File: config.mk
export PLATFORM = sky130hd
export DESIGN_NAME = key_panel
export DESIGN_NICKNAME = d
export VERILOG_FILES = /design/src/rtl/key_panel.sv
export SDC_FILE = /design/constraint.sdc
export NUM_CORES = 1
export LEC_CHECK = 0
export ABC_AREA = 1
export ABC_CLOCK_PERIOD_IN_PS = 4760
export CAP_MARGIN = 20
export CORE_MARGIN = 2
export CORE_UTILIZATION = 53
export DETAILED_ROUTE_END_ITERATION = 10
export PLACE_DENSITY = 0.71
export SETUP_SLACK_MARGIN = 0.1
export SLEW_MARGIN = 20
export SYNTH_ARGS = -nofsm -noshare
export SYNTH_HDL_FRONTEND = slang
export SYNTH_SLANG_ARGS = --single-unit
File: constraint.sdc
create_clock -name clk -period 4.76 [get_ports clk]
set_input_delay 0.952 -clock clk [delete_from_list [all_inputs] [get_ports clk]]
set_output_delay 0.952 -clock clk [all_outputs]
set_load 0.05 [all_outputs]
File: src/rtl/key_panel.sv
// rtl/key_panel.sv - debounced push-button panel with press/release pulses, hold flag and auto-repeat.
// One sample-tick divider is shared by all channels; every channel's state is otherwise private.
module key_panel #(
    parameter int N_KEYS       = 5,
    parameter int SAMPLE_DIV   = 100000,
    parameter int STABLE_CNT   = 4,
    parameter int REPEAT_DELAY = 50,
    parameter int REPEAT_RATE  = 10
) (
    input  logic              clk,
    input  logic              rst,
    input  logic [N_KEYS-1:0] keys_i,
    output logic [N_KEYS-1:0] key_level,
    output logic [N_KEYS-1:0] key_press,
    output logic [N_KEYS-1:0] key_release,
    output logic [N_KEYS-1:0] key_hold,
    output logic              any_press
);

    localparam int DIV_W = $clog2(SAMPLE_DIV);
    localparam int STB_W = $clog2(STABLE_CNT + 1);
    localparam int HLD_W = $clog2(REPEAT_DELAY + 1);
    localparam int REP_W = (REPEAT_RATE > 0) ? $clog2(REPEAT_RATE + 1) : 1;

    localparam logic [DIV_W-1:0] DIV_LAST = DIV_W'(SAMPLE_DIV - 1);
    localparam logic [STB_W-1:0] STB_TOP  = STB_W'(STABLE_CNT);
    localparam logic [HLD_W-1:0] HLD_TOP  = HLD_W'(REPEAT_DELAY);
    localparam logic [REP_W-1:0] REP_TOP  = REP_W'(REPEAT_RATE);

    logic [DIV_W-1:0]              div_q, div_d;
    logic [N_KEYS-1:0]             sync1_q, sync1_d;
    logic [N_KEYS-1:0]             sync2_q, sync2_d;
    logic [N_KEYS-1:0]             level_q, level_d;
    logic [N_KEYS-1:0]             level_dly_q, level_dly_d;
    logic [N_KEYS-1:0][STB_W-1:0]  stb_q, stb_d;
    logic [N_KEYS-1:0][HLD_W-1:0]  hold_cnt_q, hold_cnt_d;
    logic [N_KEYS-1:0][REP_W-1:0]  rep_q, rep_d;
    logic [N_KEYS-1:0]             rep_evt_q, rep_evt_d;
    logic [N_KEYS-1:0]             press_q, press_d;
    logic [N_KEYS-1:0]             release_q, release_d;
    logic [N_KEYS-1:0]             hold_q, hold_d;
    logic                          tick;

    always_comb begin
        tick        = (div_q == DIV_LAST);
        div_d       = tick ? '0 : div_q + 1'b1;
        sync1_d     = keys_i;
        sync2_d     = sync1_q;
        level_dly_d = level_q;
        press_d     = (level_q & ~level_dly_q) | rep_evt_q;
        release_d   = ~level_q & level_dly_q;
        level_d     = level_q;
        stb_d       = stb_q;
        hold_cnt_d  = hold_cnt_q;
        rep_d       = rep_q;
        rep_evt_d   = '0;
        hold_d      = '0;

        for (int i = 0; i < N_KEYS; i++) begin
            hold_d[i] = level_q[i] && (hold_cnt_q[i] == HLD_TOP);

            if (tick) begin
                if (sync2_q[i] != level_q[i]) begin
                    if (stb_q[i] == STB_TOP - 1'b1) begin
                        level_d[i] = ~level_q[i];
                        stb_d[i]   = '0;
                    end else begin
                        stb_d[i] = stb_q[i] + 1'b1;
                    end
                end else begin
                    stb_d[i] = '0;
                end
            end

            // Hold counter saturates at REPEAT_DELAY; the repeat sub-counter only runs once it has.
            if (!level_q[i]) begin
                hold_cnt_d[i] = '0;
                rep_d[i]      = '0;
            end else if (tick) begin
                if (hold_cnt_q[i] != HLD_TOP) begin
                    hold_cnt_d[i] = hold_cnt_q[i] + 1'b1;
                    rep_evt_d[i]  = (REPEAT_RATE > 0) && (hold_cnt_q[i] == HLD_TOP - 1'b1)
                                    && level_d[i];
                end else if (REPEAT_RATE > 0) begin
                    if (rep_q[i] == REP_TOP - 1'b1) begin
                        rep_d[i]     = '0;
                        rep_evt_d[i] = level_d[i];
                    end else begin
                        rep_d[i] = rep_q[i] + 1'b1;
                    end
                end
            end
        end
    end

    always_ff @(posedge clk or posedge rst) begin
        if (rst) begin
            div_q       <= '0;
            sync1_q     <= '0;
            sync2_q     <= '0;
            level_q     <= '0;
            level_dly_q <= '0;
            stb_q       <= '0;
            hold_cnt_q  <= '0;
            rep_q       <= '0;
            rep_evt_q   <= '0;
            press_q     <= '0;
            release_q   <= '0;
            hold_q      <= '0;
        end else begin
            div_q       <= div_d;
            sync1_q     <= sync1_d;
            sync2_q     <= sync2_d;
            level_q     <= level_d;
            level_dly_q <= level_dly_d;
            stb_q       <= stb_d;
            hold_cnt_q  <= hold_cnt_d;
            rep_q       <= rep_d;
            rep_evt_q   <= rep_evt_d;
            press_q     <= press_d;
            release_q   <= release_d;
            hold_q      <= hold_d;
        end
    end

    assign key_level   = level_q;
    assign key_press   = press_q;
    assign key_release = release_q;
    assign key_hold    = hold_q;
    assign any_press   = |press_q;

endmodule

# Yosys cells after proc, flatten, opt, wreduce, memory -nomap -nowiden
# Cells that the tools add are included.
[word_totals]
ff_bits = 122
in_bits = 7
word_cells = 198
[classes]
bitwise = 10
mux = 81
addsub = 16
reduce_logical = 21
eq_ne = 46
[op_table]
columns = ["operator", "count"]
rows = [
  ["6-bit 2-to-1 mux", 15],
  ["4-bit 2-to-1 mux", 20],
  ["6-bit == test, second input constant", 10],
  ["1-bit 2-to-1 mux", 35],
  ["6-bit by 1-bit adder with 6-bit output, second input constant", 5],
  ["3-bit 2-to-1 mux", 10],
  ["6-bit != test, second input constant", 5],
  ["4-bit by 1-bit adder with 4-bit output, second input constant", 5],
  ["4-bit == test, second input constant", 5],
  ["2-bit by 1-bit != test with 1-bit output, second input constant", 10],
  ["2-bit AND reduction", 10],
  ["17-bit by 1-bit adder with 17-bit output, second input constant", 1],
  ["17-bit == test, second input constant", 1],
  ["17-bit 2-to-1 mux", 1],
  ["3-bit by 1-bit adder with 3-bit output, second input constant", 5],
  ["3-bit by 2-bit == test with 1-bit output, second input constant", 5],
  ["5-bit bitwise AND", 2],
  ["1-bit logical AND", 10],
  ["2-bit != test, second input constant", 5],
  ["5-bit inverter", 2],
  ["1-bit != test", 5],
  ["1-bit inverter", 5],
  ["5-bit OR", 1],
  ["5-bit OR reduction", 1],
]

# Depth between registers and ports, before layout
# Gate-level depths: netlist of run 1.
[depth]
depth_word = 8
depth_mapped = 10

# Least setup slack after synthesis of run 1
# Ideal clock, no wire load.
[synth_path]
path_kind = "reg2out"
start = "reg press_q[3], in the netlist key_press[3]"
end = "out any_press"
arrival_ns = 1.090
path_slack_ns = 2.718
path_buffers = 0
required_ns = 3.808
stages_incl_launch_ff = 3
cell_sequence = "dfrtp_1 > nor3_1 > nand2_1"
[synth_via]
elab_chain_len = 1
[synth_lines]
columns = ["element", "line", "rtl"]
rows = [
  ["start: declaration", "39", "logic [N_KEYS-1:0] press_q, press_d;"],
  ["start signal: assignment", "120", "press_q <= press_d;"],
  ["5-bit OR reduction", "130", "assign any_press = |press_q;"],
  ["end: declaration", "17", "output logic any_press"],
]
# No other way between the ends.

# Worst setup path in the final report of run 1
# Ends and elaborated chain as after synthesis.

==> results list, run 1 <==
* Crit share post-route: 62.9%
* Overall overflow remaining after global route: 0
- Clock transition time at the flip-flop clock pins of the worst setup and hold paths: ~0.05 ns
* Number of buffer cells added on primary ports: 27
* Number of diodes: 0
* Clock network latency to the later pin of the worst-skew pair: between 0.4 and 0.5 ns
* Arr. time, crit path: between 2 and 2.5 ns
- Clock tree root driver cell: clkbuf_16
- Top cell type's share of synthesized area: slightly below 50%
* Crit. End Element: output pin
- Total routing usage reported by global routing: a little over a fifth
* Reg2reg start: div_q[0]
- The completed layout was analyzed and its total power is about 2.5 mW.
- Outcome: finished, violations left
* Count of buffers added by post-CTS timing repair for setup: 0
- Setup slack on the worst reg-to-reg path comes out at between 2 and 3 ns.
* Vias/cell: ~5.3
- Crit path to: any_press
- Yosys mapped a number of flops with a built-in enable equal to 0.
* TritonCTS Sinks: approximately 120
- Failing checks: design-rule violations
- The longest clock path from root to sink contains 2 buffers.
* Total Nets Final: 816
* Standby leakage power: around 3.8 nW
* Crit Path Class: reg2out
* Starting DRT DRC Count: just over 300
- The worst setup path is launched from a flop.
* Pwr dens: approximately 340 nW/um^2
* Height of the chip: between 100 and 150 um
* # setup viols final: 0
* Number of warnings issued by yosys: 0
- Post-DRT Antenna Nets: 0
- Depth of the worst register-to-register path: 7
- Worst min-delay path category: reg2reg
- Clock tree synthesis inserted a total of 17 buffers.
* Worst setup path startpoint: key_press[3]
* Mapped cell area: approximately 6300 sq um
* First-pass iteration count of the detailed router: 9
* Hold bufs inserted after CTS: 0
* Capture point of the worst reg-to-reg path: rep_evt_q[1]
* Number of standard-cell rows in the floorplan: 39
* Max Transition Viols Final: 0
- Summing over every cut layer, the via total after detailed routing is about 5000.
* Syn-to-layout area delta: 16.6%
- Final weighted congestion in routability-driven placement: 0.858
* Prevailing post-synth register cell: dfrtp_1
- Hold Violations, Final: 0
- H-tree depth reported by CTS: 4
* Initial standard-cell utilization of the core: between 50% and 60%
* Area contributors post-synth: dfrtp_1 (49%), nand2_1 (11%), ha_1 (6.2%)
- The initial antenna violation count was 0.
- Standard cell core area: 11500 sq um
- Overall die width: 113 um
- Number of global-route vias before repair: 5002
- Max-cap violations in this run came to 0.
- Die Outline Area: 12700 sq um
- Crit Path Max Fanout: 2
- Entering global routing, the biggest net connects between 70 and 80 pins.
- The placed instances occupy a cell area of roughly 6700 sq um.
* Synthesis-stage register bit count: approximately 120
* Cells resized by post-CTS repair: 0
- Worst ir drop on vdd: approximately 0.00021 V
* Post-synthesis async set-or-reset flop share: 100%
- For the pin with the worst max-slew slack, the measured transition is approximately 0.92 ns.
- Synthesized instance count: 740
* TritonCTS clock tree: built
* Final non-filler cell area: roughly 7300 sq um
- After routing, the total negative slack on setup checks comes to 0 ns.
- Worst slew margin relative to its limit: slightly below 40%
- Summed over all instances, the cell type with the most area after synthesis is dfrtp_1.
- Sequential cells were found to cover a little under 50% of the synthesized design area.
- Ports placed on the boundary: 28
- After detailed routing, the average wire length per cell comes to 13.6 um.
- Static timing analysis puts the maximum clock frequency at around 330 MHz.
- For the final database, setup skew stands at ~0.0064 ns.
- Fraction of layout cells with a size suffix above 1: under 10%
- The worst path in the final design needs a cycle of 2.99 ns, including I/O delays and setup.
- The first global-routing pass estimated between 20000 and 25000 um of wire.
- Total Routed Length: around 13000 um
- For the worst setup path, the data required time is around 3.8 ns.
- Post-synthesis cell type count: 31
- Setup repair after global routing left no endpoint under its margin.
- Detailed Place HPWL: 8660 um
- For this run, design rule violations remaining after detail routing come to 2.
* Avg Synthesized Cell Area: about 8.5 sq um
- Synthesis produced a netlist with a net count of a little under 800.
[critical path, cell delays in order (launching register included)]
cell	delay, ns
dfrtp_1	0.37
nor3_1	0.43
nand2_1	0.11
clkdlybuf4s50_1	0.72
[cell usage in the layout (no fill, tap or decap)]
cell type / n
nand2_2: 3
nand3_1: 77
nand3b_1: 6
inv_1: 82
xnor2_1: 5
or2_2: 5
clkinv_4: 3
bufinv_16: 4
nor2_1: 88
a21oi_1: 8
a21boi_0: 1
dfrtp_1: 122
ha_1: 31
nor2_8: 1
clkbuf_1: 1
nor3_1: 11
xor2_1: 34
clkinv_1: 1
clkbuf_8: 4
nand3_2: 1
nor2_4: 3
inv_4: 1
nor2_2: 1
o21ai_0: 9
nor3_2: 1
nand4_1: 31
o2111ai_1: 5
clkinv_2: 2
nand2_1: 185
buf_4: 2
a21oi_2: 4
nand3_4: 1
clkdlybuf4s50_1: 27
clkbuf_16: 17
inv_2: 2
nand2_4: 1
o21bai_1: 10
clkinvlp_4: 1
[worst min-delay path by stage]
stage                from    endpoint  slack [ns]  cells past startpoint
2_1_floorplan  sync1_q[0]  sync2_q[0]        0.33                      0
3_3_place_gp   sync1_q[3]  sync2_q[3]        0.33                      0
3_5_place_dp   sync1_q[2]  sync2_q[2]        0.34                      0
4_1_cts        sync1_q[0]  sync2_q[0]        0.35                      0
5_1_grt        sync1_q[4]  sync2_q[4]        0.35                      0
6_report       sync1_q[4]  sync2_q[4]        0.35                      0
[logic make-up (layout without fill, tap and decap cells)]
| logic type | after synthesis | count (layout) | synth area share [%] |
|---|---|---|---|
| simple gates | 415 | 415 | 29.6 |
| flops | 122 | 122 | 48.6 |
| buf+inv | 96 | 147 | 6.27 |
| xor+xnor | 39 | 39 | 5.43 |
| compound gates | 37 | 37 | 3.92 |
| fa+ha+maj | 31 | 31 | 6.17 |
[cells in the mapped netlist (4+ instances only)]
cell	count
ha_1	31
nor3_1	11
nor2_1	88
a21oi_2	4
nand3_1	77
nand3b_1	6
xor2_1	34
xnor2_1	5
a21oi_1	8
nand2_1	185
buf_6	4
or2_2	5
inv_1	83
o21ai_0	9
o21bai_1	10
dfrtp_1	122
clkbuf_1	5
nand4_1	31
o2111ai_1	5
[power breakdown]
part           switching [mW]  internal [mW]
Sequential            0.00195           1.04
Combinational          0.0235        0.00717
Clock                   0.451          0.932
[final cells by class]
type | count | area [sq um]
Clock inverter | 10 | 164
Multi-Input combinational cell | 522 | 2840
Inverter | 86 | 325
Sequential cell | 122 | 3050
Clock buffer | 22 | 484
Tap cell | 143 | 179
Fill cell | 941 | 4190
Timing Repair Buffer | 29 | 285
[layer usage]
metal	routed length, um	part of all wire [%]	GRT usage [%]	vias to the layer above
met1	5840	46	26.9	2397
li1	-	-	-	2457
met2	6220	49	36.0	94
met4	212	1.7	8.29	0
met3	448	3.5	6.05	18
met5	0	0	0	-
[sequential cells by signal, summed over array words and instances, names as in the netlist]
signal	cells
sync2_q	5
key_level	5
key_hold	5
level_dly_q	5
rep_q	20
stb_q	15
rep_evt_q	5
sync1_q	5
div_q	17
key_release	5
hold_cnt_q	30
key_press	5
[through the flow]
step	util, %	instances	hold WS (ns)	setup slack, ns
2_1_floorplan	-	740	0.331	0.565
3_3_place_gp	58.0	902	0.335	2.16
3_5_place_dp	58.0	902	0.337	2.15
4_1_cts	63.6	934	0.350	1.70
5_1_grt	63.6	934	0.353	1.65
6_report	63.6	934	0.349	1.77
No activity file was read; power rests on OpenSTA's default activity.
==> run 2, diff against run 1 <==
Settings changed: ABC_CLOCK_PERIOD_IN_PS 4760 to 2550, PLACE_DENSITY 0.71 to 0.74.
Clock period 4.76 ns to 2.55 ns, I/O delays scaled along.
==> run 2 against run 1 <==
Compared with the run above:
- the run now ends clean
- core utilization grew 0.83 points
- first-iteration DRC count grew 19%
- total power grew 95%
- count of clock-buffer cells in the layout grew 4
- register-to-register slack lost 2.2 ns
- global-route usage grew 0.59 points
- cell area grew 1.3%
- via count grew 1.6%
- critical path type unchanged
- critical endpoint is now key_press[4]
- highest routed layer unchanged
==> results list, run 2 (synthesis results as in run 1) <==
- Pwr dens: between 600 and 700 nW/um^2
- In this design, the stage delay of the slowest critical-path cell is between 0.8 and 0.9 ns.
* First-pass GRT wire length: ~23000 um
- The routed layout has 5047 vias.
- Met1 global-route usage: about 28%
* Clock tree root driver cell: clkbuf_16
- The register with the most flip-flops in the layout has 30 of them.
* Dominant delay contributor by cell family on the critical path: buffers and inverters
* Residual DRC count: 0
- Leaving out fill and tap cells, the most frequent cell in the layout is nand2_1.
* Total Power Consumption: ~4.8 mW
- Initial antenna violation count: 0
* Max capacitance violation total: 0
- Worst Hold Margin: ~0.35 ns
- Worst Hold Path EP: sync2_q[0]
* Standard cell core area: approximately 12000 sq um
* Grt peak-use layer: met2
- After clock tree synthesis, the flow added hold-fix buffers numbering 0.
- In the final layout, the share of cells above drive strength 1 is 7.41%.
- For this design the static power due to leakage is approximately 3.8 nW.
- Compared with the post-synthesis result, the final layout area differs by 18.1%.
- Setup violations remaining at the end of the flow were counted as 0.
* Highest achievable clock rate: 463 MHz
* TritonCTS Sinks: 122
- Traced cell by cell, the critical path runs through clkdlybuf4s50_1.
- Num CTS Buffers: 17
* Number of global-route vias before repair: just over 5000
* Registers with the most flip-flops: hold_cnt_q (30), rep_q (20), div_q (17)
- Input and output buffers added on the ports amount to 27.
- Number of diodes: 0
* Capture point of the worst reg-to-reg path: rep_evt_q[3]
- The flow ran to the end, and the final reports show no timing, DRC or antenna violations.
- The number of hold-slack violations in the final timing report came to 0.
- At the pin with the least slew margin, the transition time is roughly 0.66 ns.
* Crit share post-route: 84.7%
- Overall overflow remaining after global route: 0
- Per-cell routed wire length: about 14 um
* Height of the chip: roughly 110 um
* Commonest cells after routing, fill and taps aside: nand2_1 (185), dfrtp_1 (122), nor2_1 (88)
* Depth of the worst register-to-register path: 7
- After clock tree synthesis, the clock-pin slew on the worst setup and hold paths is 0.05 ns.
- Max stage delay cell, worst path: clkdlybuf4s50_1
- Counting along the longest clock path gives a buffer depth of 2.
* Crit path launch type: flop
- Total Routed Length: about 13000 um
- 28 I/O pins were placed.
- By startpoint and endpoint, the worst setup path is classified as reg2out.
- In this run the worst path has a maximum fanout of 2.
- The die covers 12700 sq um.
* Vias/cell: 5.37
- Initial standard-cell utilization of the core: a little over half
* Crit. End Element: output pin
- Excluding fillers, the count of instances in the completed layout stands at 939.
- Ranked by flip-flop count, first place goes to hold_cnt_q.
- For this run, global-route usage on met3 was measured as 5.25%.
- H-tree depth reported by CTS: 4
* Reg2reg start: div_q[0]
- Max Transition Viols Final: 0
* Critical path buffer and inverter count: 1
* Worst slew margin relative to its limit: a little under three fifths
* Final weighted congestion in routability-driven placement: 0.876
- First-pass iteration count of the detailed router: 5
- Worst min-delay path category: reg2reg
* Cells on Worst Hold Path: 0
- In the global route stage, met2 resource usage came out at between 30% and 40%.
- The startpoint identified for the worst hold timing path is sync1_q[0].
* Largest net degree at the start of global routing: ~120
- After floorplanning, the core was divided into 39 placement rows.
* Clock network latency to the later pin of the worst-skew pair: 0.42 ns
* Post-Route Skew: around 0.0074 ns
- TritonCTS clock tree: built
- Global routing used about 22% of the available tracks.
- Shortest period the worst path allows: about 2.2 ns
- Detailed Place HPWL: around 8400 um
- Instance count after placement with tap cells included: a little over 900
* Post-DRT Antenna Nets: 0
* Reg-to-reg slack, setup: roughly 0.42 ns
- The detailed router finished its first iteration with ~360 violations.
- Setup repair after global routing left no endpoint under its margin.
* Worst ir drop on vdd: roughly 0.00036 V
- STA puts the critical path data required time at approximately 2.0 ns.
- After the last flow step, the layout net total stands at roughly 820.
- Overall die width: between 100 and 150 um
* Sum of negative setup slack: 0 ns
- At the worst endpoint, the arrival time is between 1.5 and 2 ns.
run 2: how the worst max path moves through the flow:
stage,start,end,slack [ns],cells after the start
2_1_floorplan,rst,div_q[0],0.54,1
3_5_place_dp,div_q[0],hold_cnt_q[2],0.53,7
4_1_cts,key_press[3],any_press,0.14,3
3_3_place_gp,key_press[3],any_press,0.59,3
5_1_grt,div_q[0],rep_evt_q[0],0.25,7
6_report,key_press[4],key_press[4],0.39,1
run 2: report_power, final:
group          total, mW  internal (mW)  switching, mW  leakage [nW]
clock               2.79           1.96          0.823         0.335
combinational     0.0577         0.0146         0.0431          1.82
sequential          1.95           1.95        0.00378          1.67
total               4.80           3.93          0.870          3.82
run 2: final cells by class:
class / count / area [sq um]
sequential: 122 / 3050
tap: 143 / 179
inverter: 86 / 327
clock inverter: 6 / 180
fill: 888 / 4090
clock buffer: 26 / 509
timing repair buffer: 34 / 338
multi-input combinational: 522 / 2840
run 2: per-layer routing:
metal / vias up / wire length, um
met5: - / 0
met4: 0 / 354
met3: 36 / 575
met2: 127 / 6480
met1: 2413 / 5540
li1: 2471 / -
run 2: metrics by stage:
stage | worst slack [ns] | instance area, sq um | utilization (%)
global route | 0.250 | 7420 | 64.5
finish | 0.391 | 7420 | 64.5
CTS | 0.136 | 7420 | 64.5
detailed placement | 0.525 | 6730 | 58.5
global placement | 0.594 | 6730 | 58.5
floorplan | 0.543 | 6290 | -
run 2: what timing repair did:
| item | 4_1_cts | 5_1_grt |
|---|---|---|
| buffers inserted | 0 | 0 |
| resized for setup | 0 | 1 |
| endpoints found under the setup margin | 0 | 1 |
